## src/rtl/fir_mult_pipe_if.sv

```systemverilog
// Tap-multiplier bus: clock enable, coefficient load, sample in, product out.
// The master drives samples and coefficients; the slave returns products.
interface fir_mult_pipe_if #(
    parameter int DATA_W = 14,
    parameter int COE_W  = 4,
    parameter int OUT_W  = DATA_W + COE_W
);
    logic              ce;
    logic              coe_load;
    logic [COE_W-1:0]  coe_in;
    logic              in_valid;
    logic [DATA_W-1:0] data;
    logic              out_valid;
    logic [OUT_W-1:0]  fltd;
    logic [COE_W-1:0]  coe_q;

    modport master (
        output ce, coe_load, coe_in, in_valid, data,
        input  out_valid, fltd, coe_q
    );

    modport slave (
        input  ce, coe_load, coe_in, in_valid, data,
        output out_valid, fltd, coe_q
    );
endinterface

```

## src/rtl/fir_mult_pipe.sv

```systemverilog
// Pipelined shift-add FIR tap multiplier: registered partial products feeding
// a registered binary adder tree, with a valid pipeline and a global stall.
module fir_mult_pipe #(
    parameter int DATA_W = 14,
    parameter int COE_W  = 4,
    parameter int SIGNED = 0,
    localparam int OUT_W = DATA_W + COE_W
) (
    input  logic           clk,
    input  logic           rst,
    fir_mult_pipe_if.slave bus
);

    // Terms alive at tree level s, and where level s starts in the flat node array.
    function automatic int cnt(input int s);
        return (COE_W + (1 << s) - 1) >> s;
    endfunction

    function automatic int off(input int s);
        int o;
        o = 0;
        for (int k = 0; k < s; k++) o += cnt(k);
        return o;
    endfunction

    localparam int T     = $clog2(COE_W);
    localparam int NODES = off(T + 1);

    logic [COE_W-1:0] coe_q, coe_d;
    logic [T:0]       vld_q, vld_d;
    logic [OUT_W-1:0] node_q [NODES];
    logic [OUT_W-1:0] node_d [NODES];
    logic [OUT_W-1:0] data_ext;

    always_comb begin
        coe_d = bus.coe_load ? bus.coe_in : coe_q;
    end

    always_comb begin
        if (SIGNED != 0) data_ext = {{COE_W{bus.data[DATA_W-1]}}, bus.data};
        else             data_ext = {{COE_W{1'b0}}, bus.data};
    end

    always_comb begin
        vld_d    = '0;
        vld_d[0] = bus.in_valid;
        for (int k = 1; k <= T; k++) vld_d[k] = vld_q[k-1];
    end

    // Level 0: one partial product per coefficient bit; the MSB carries
    // negative weight in two's-complement mode.
    for (genvar i = 0; i < COE_W; i++) begin : g_pp
        if (SIGNED != 0 && i == COE_W - 1) begin : g_neg
            assign node_d[i] = coe_q[i] ? -(data_ext << i) : '0;
        end else begin : g_pos
            assign node_d[i] = coe_q[i] ? (data_ext << i) : '0;
        end
    end

    // Levels 1..T: pairwise sums; an unpaired last term passes straight through.
    for (genvar s = 1; s <= T; s++) begin : g_lvl
        for (genvar j = 0; j < cnt(s); j++) begin : g_node
            localparam int A = off(s - 1) + 2 * j;
            if (2 * j + 1 < cnt(s - 1)) begin : g_add
                assign node_d[off(s) + j] = node_q[A] + node_q[A + 1];
            end else begin : g_pass
                assign node_d[off(s) + j] = node_q[A];
            end
        end
    end

    always_ff @(posedge clk) begin
        if (rst) begin
            coe_q <= '0;
            vld_q <= '0;
            for (int k = 0; k < NODES; k++) node_q[k] <= '0;
        end else if (bus.ce) begin
            coe_q  <= coe_d;
            vld_q  <= vld_d;
            node_q <= node_d;
        end
    end

    assign bus.out_valid = vld_q[T];
    assign bus.fltd      = node_q[NODES-1];
    assign bus.coe_q     = coe_q;

endmodule

```

## src/flat_wrapper.sv

```systemverilog
// flat-port wrapper written by rule: the top's interface ports become plain ports
module fir_mult_pipe_flat 
#(
    parameter int DATA_W = 14,
    parameter int COE_W  = 4,
    parameter int SIGNED = 0,
    localparam int OUT_W = DATA_W + COE_W
)
  (clk, rst, bus_ce, bus_coe_load, bus_coe_in, bus_in_valid, bus_data, bus_out_valid, bus_fltd, bus_coe_q);
  fir_mult_pipe_if #(.DATA_W(DATA_W), .COE_W(COE_W)) bus_i ();
  input  logic clk;
  input  logic rst;
  input wire logic [$bits(bus_i.ce)-1:0] bus_ce;
  input wire logic [$bits(bus_i.coe_load)-1:0] bus_coe_load;
  input wire logic [$bits(bus_i.coe_in)-1:0] bus_coe_in;
  input wire logic [$bits(bus_i.in_valid)-1:0] bus_in_valid;
  input wire logic [$bits(bus_i.data)-1:0] bus_data;
  output wire logic [$bits(bus_i.out_valid)-1:0] bus_out_valid;
  output wire logic [$bits(bus_i.fltd)-1:0] bus_fltd;
  output wire logic [$bits(bus_i.coe_q)-1:0] bus_coe_q;
  assign bus_i.ce = bus_ce;
  assign bus_i.coe_load = bus_coe_load;
  assign bus_i.coe_in = bus_coe_in;
  assign bus_i.in_valid = bus_in_valid;
  assign bus_i.data = bus_data;
  assign bus_out_valid = bus_i.out_valid;
  assign bus_fltd = bus_i.fltd;
  assign bus_coe_q = bus_i.coe_q;
  fir_mult_pipe #(.DATA_W(DATA_W), .COE_W(COE_W), .SIGNED(SIGNED)) u_core (.clk(clk), .rst(rst), .bus(bus_i));
endmodule
```

## config.mk

```make
export PLATFORM = sky130hd
export DESIGN_NAME = fir_mult_pipe_flat
export DESIGN_NICKNAME = d
export VERILOG_FILES = /design/src/rtl/fir_mult_pipe_if.sv /design/src/rtl/fir_mult_pipe.sv /design/src/flat_wrapper.sv
export SDC_FILE = /design/constraint.sdc
export NUM_CORES = 1
export LEC_CHECK = 0
export BUFFER_PORTS_ARGS = -buffer_cell sky130_fd_sc_hd__buf_2
export CAP_MARGIN = 10
export CORE_UTILIZATION = 40
export DETAILED_ROUTE_END_ITERATION = 8
export HOLD_SLACK_MARGIN = 0.15
export SETUP_SLACK_MARGIN = 0.5
export SLEW_MARGIN = 0
export SYNTH_ARGS = -nofsm -noshare
export SYNTH_HDL_FRONTEND = slang
export SYNTH_SLANG_ARGS = --single-unit
```

## constraint.sdc

```tcl
create_clock -name clk -period 5.75 [get_ports clk]
set_input_delay 0.575 -clock clk [delete_from_list [all_inputs] [get_ports clk]]
set_output_delay 0.575 -clock clk [all_outputs]
set_load 0.01 [all_outputs]
```

==> results_dict.tcl <==
set metrics [dict create \
    run_status "finished, final reports clean" \
    layout-drive-gt1-share_pct 11.0 \
    number_of_diodes_added_for_antenna_fixing 0 \
    grt_use_met1_pct 26.8 \
    register_area_um2 2260 \
    met3_usage_pct 4.62 \
    fin_worst_skew_ns 0.00709 \
    syn_nets 754 \
    utilization_pct 46.4 \
    cts_made_buffers 17 \
    clock_tree_buf_depth 2 \
    wl_um 15100 \
    timing.final.crit_share_pct 45.2 \
    critical_path_arrival_ns 2.89 \
    design.final.nets 769 \
    multi_input_area_um2 3390 \
    drc 0 \
    first_global_vias 4942 \
    synth_area_per_cell_um2 8.67 \
    crit_path_start_kind "flop" \
    place_inst 867 \
    grt_pass1_wl_um 24500 \
    die_height_um 124 \
    timing_worst_setup_path_type "flop to flop" \
    synthToLayoutAreaGrowth_pct 13.1 \
    antenna_violations_before_repair 0 \
    placedInstanceArea_um2 6170 \
    yosys_register_bits 113 \
    power.density_nw_per_um2 286 \
    cp_max_fo 4 \
    die_area_um2 15400 \
    dp_worst_setup_slack_ns 2.79 \
    syn-instance-count 688 \
    port-buffer-count 45 \
    cts_resized 0 \
    r2r_slack_ns 3.15 \
    finalMaxSlewViolations 0 \
    synth_most_common_cell "sky130_fd_sc_hd__dfxtp_1" \
    timing.fmax_mhz 385 \
    max-slew-margin-rel_pct 27.3 \
    root_buffer "sky130_fd_sc_hd__clkbuf_16" \
    number_of_flops_mapped_to_enable_cells_by_yosys 0 \
    leakagePower_nw 2.81 \
    yosysTopAreaCell "sky130_fd_sc_hd__dfxtp_1" \
    first_pass_iters 5 \
    setup_ws_final_ns 3.15 \
    setup_total_negative_slack_ns 0 \
    post_drt_via_cell_ratio 5.82 \
    cts_tree "done" \
    layout_filler_cell_count 1433 \
    worstSetupEndpointType "flop" \
    timing_worst_slew_pin_value_ns 1.09 \
    layout.cell_area.non_filler_um2 6740 \
    synth.distinct_cells 64 \
    synth_ff_type "sky130_fd_sc_hd__dfxtp_1" \
    average_detailed_routed_wire_length_per_instance_um 16.7 \
    whs_ns 0.422 \
    rsz0062_at_grt "no" \
    grt_util_all_layers_pct 20.8 \
    placement_rows 44 \
    cts_hold_repair.buffers 0 \
    mappedNetlistArea_um2 5960 \
    synth_top_cell_area_share_pct 37.9 \
    netlist_top_cells_count "sky130_fd_sc_hd__dfxtp_1, sky130_fd_sc_hd__nor2_1, sky130_fd_sc_hd__a22oi_1" \
    dr_total_vias 5235 \
    seq_area_frac_synth_pct 37.9 \
    post_synth_main_area_contributors "sky130_fd_sc_hd__dfxtp_1, sky130_fd_sc_hd__ha_1, sky130_fd_sc_hd__a22oi_1" \
    hold_path_class "input pin to flop" \
    core_box_area_um2 14500 \
    ir_worst_vdd_mv 0.205 \
    required_ns 6.04 \
    floorplan.initialDensity_pct 41.0 \
    path_clk_slew_ns 0.05 \
    detailed_place_hpwl_um 10500 \
    cts-htree-levels 4 \
    grtUsageMet2_pct 33.4 \
    async_flop_share_pct 0 \
    synth.yosys.warnings 0 \
    detail_route.iter0.violations 468 \
    finalNonFillerCells 899 \
    report.power.total_mw 1.93 \
    globalplace.congestion 0.844 \
    clock_sink_count 113 \
    finalHoldViolations 0 \
    busiest_layer "met2" \
    ant_nets 0 \
    die_width_um 124 \
    ios 46 \
    cts_setup_buffers 0 \
    timing.final.crit_period_ns 2.60 \
    setup-violations-final 0 \
    number_of_maximum_capacitance_violations 0 \
    grt.overflow.total 0 \
    insertion_delay_ns 0.41 \
    grt_max_degree 104 \
]
## state kept, by name, indices dropped and copies added, names as in the netlist
| register | flops |
|---|---|
| u_core.node_q | 88 |
| u_core.bus.coe_q | 4 |
| u_core.bus.fltd | 18 |
| u_core.vld_q | 3 |
## cell families (layout without fill, tap and decap cells)
logic type	count (synthesis)	count (layout)	share of synthesized area, %
compound gates	223	223	26.1
buf+inv	63	90	5.16
simple gates	215	215	16.5
flops	113	113	37.9
xor+xnor	14	14	2.06
fa+ha+maj	43	43	9.40
mux	17	17	2.85
## path summary, 6_finish.rpt
path,to,cells after the start,startpoint
max,u_core.node_q[51],7,u_core.node_q[91]
min reg2reg,u_core.bus.fltd[7],2,u_core.bus.fltd[7]
min,u_core.vld_q[0],3,bus_in_valid
max reg2reg,u_core.node_q[51],7,u_core.node_q[91]
## metal layers
metal | vias up | part of all wire, %
li1 | 2581 | -
met1 | 2502 | 48
met2 | 129 | 46
met3 | 23 | 4.4
met4 | 0 | 1.8
met5 | - | 0
## cells in the final DEF, fill, tap and decap left out, drive strengths merged, types with 18 or more instances in the layout
cell type  instances
a22oi             56
ha                40
nand2             36
clkbuf            25
dfxtp            113
o21ai             25
nor3              18
a21oi             42
buf               47
nor2             102
## cell type report
type,instances,area share [%]
clock buffer,25,7.20
clock inverter,6,1.19
inverter,12,0.668
multi-input combinational,512,50.3
sequential,113,33.5
tap,184,3.41
timing repair buffer,47,3.66
## critical path: stages, from the launching register on
cell and delay [ns]:
sky130_fd_sc_hd__dfxtp_1 0.31, sky130_fd_sc_hd__ha_1 0.24, sky130_fd_sc_hd__fa_1 0.44, sky130_fd_sc_hd__a211oi_1 0.34
sky130_fd_sc_hd__nor2_1 0.14, sky130_fd_sc_hd__o221ai_1 0.53, sky130_fd_sc_hd__nand4b_1 0.19, sky130_fd_sc_hd__a32o_1 0.29
## power breakdown
part           total (mW)  leakage, nW  internal [mW]  switching (mW)
Clock                1.01        0.281          0.666           0.347
Combinational       0.109         1.61         0.0358          0.0734
Sequential          0.807        0.914          0.798         0.00900
Total                1.93         2.81           1.50           0.429
No activity file was read; power rests on OpenSTA's default activity.
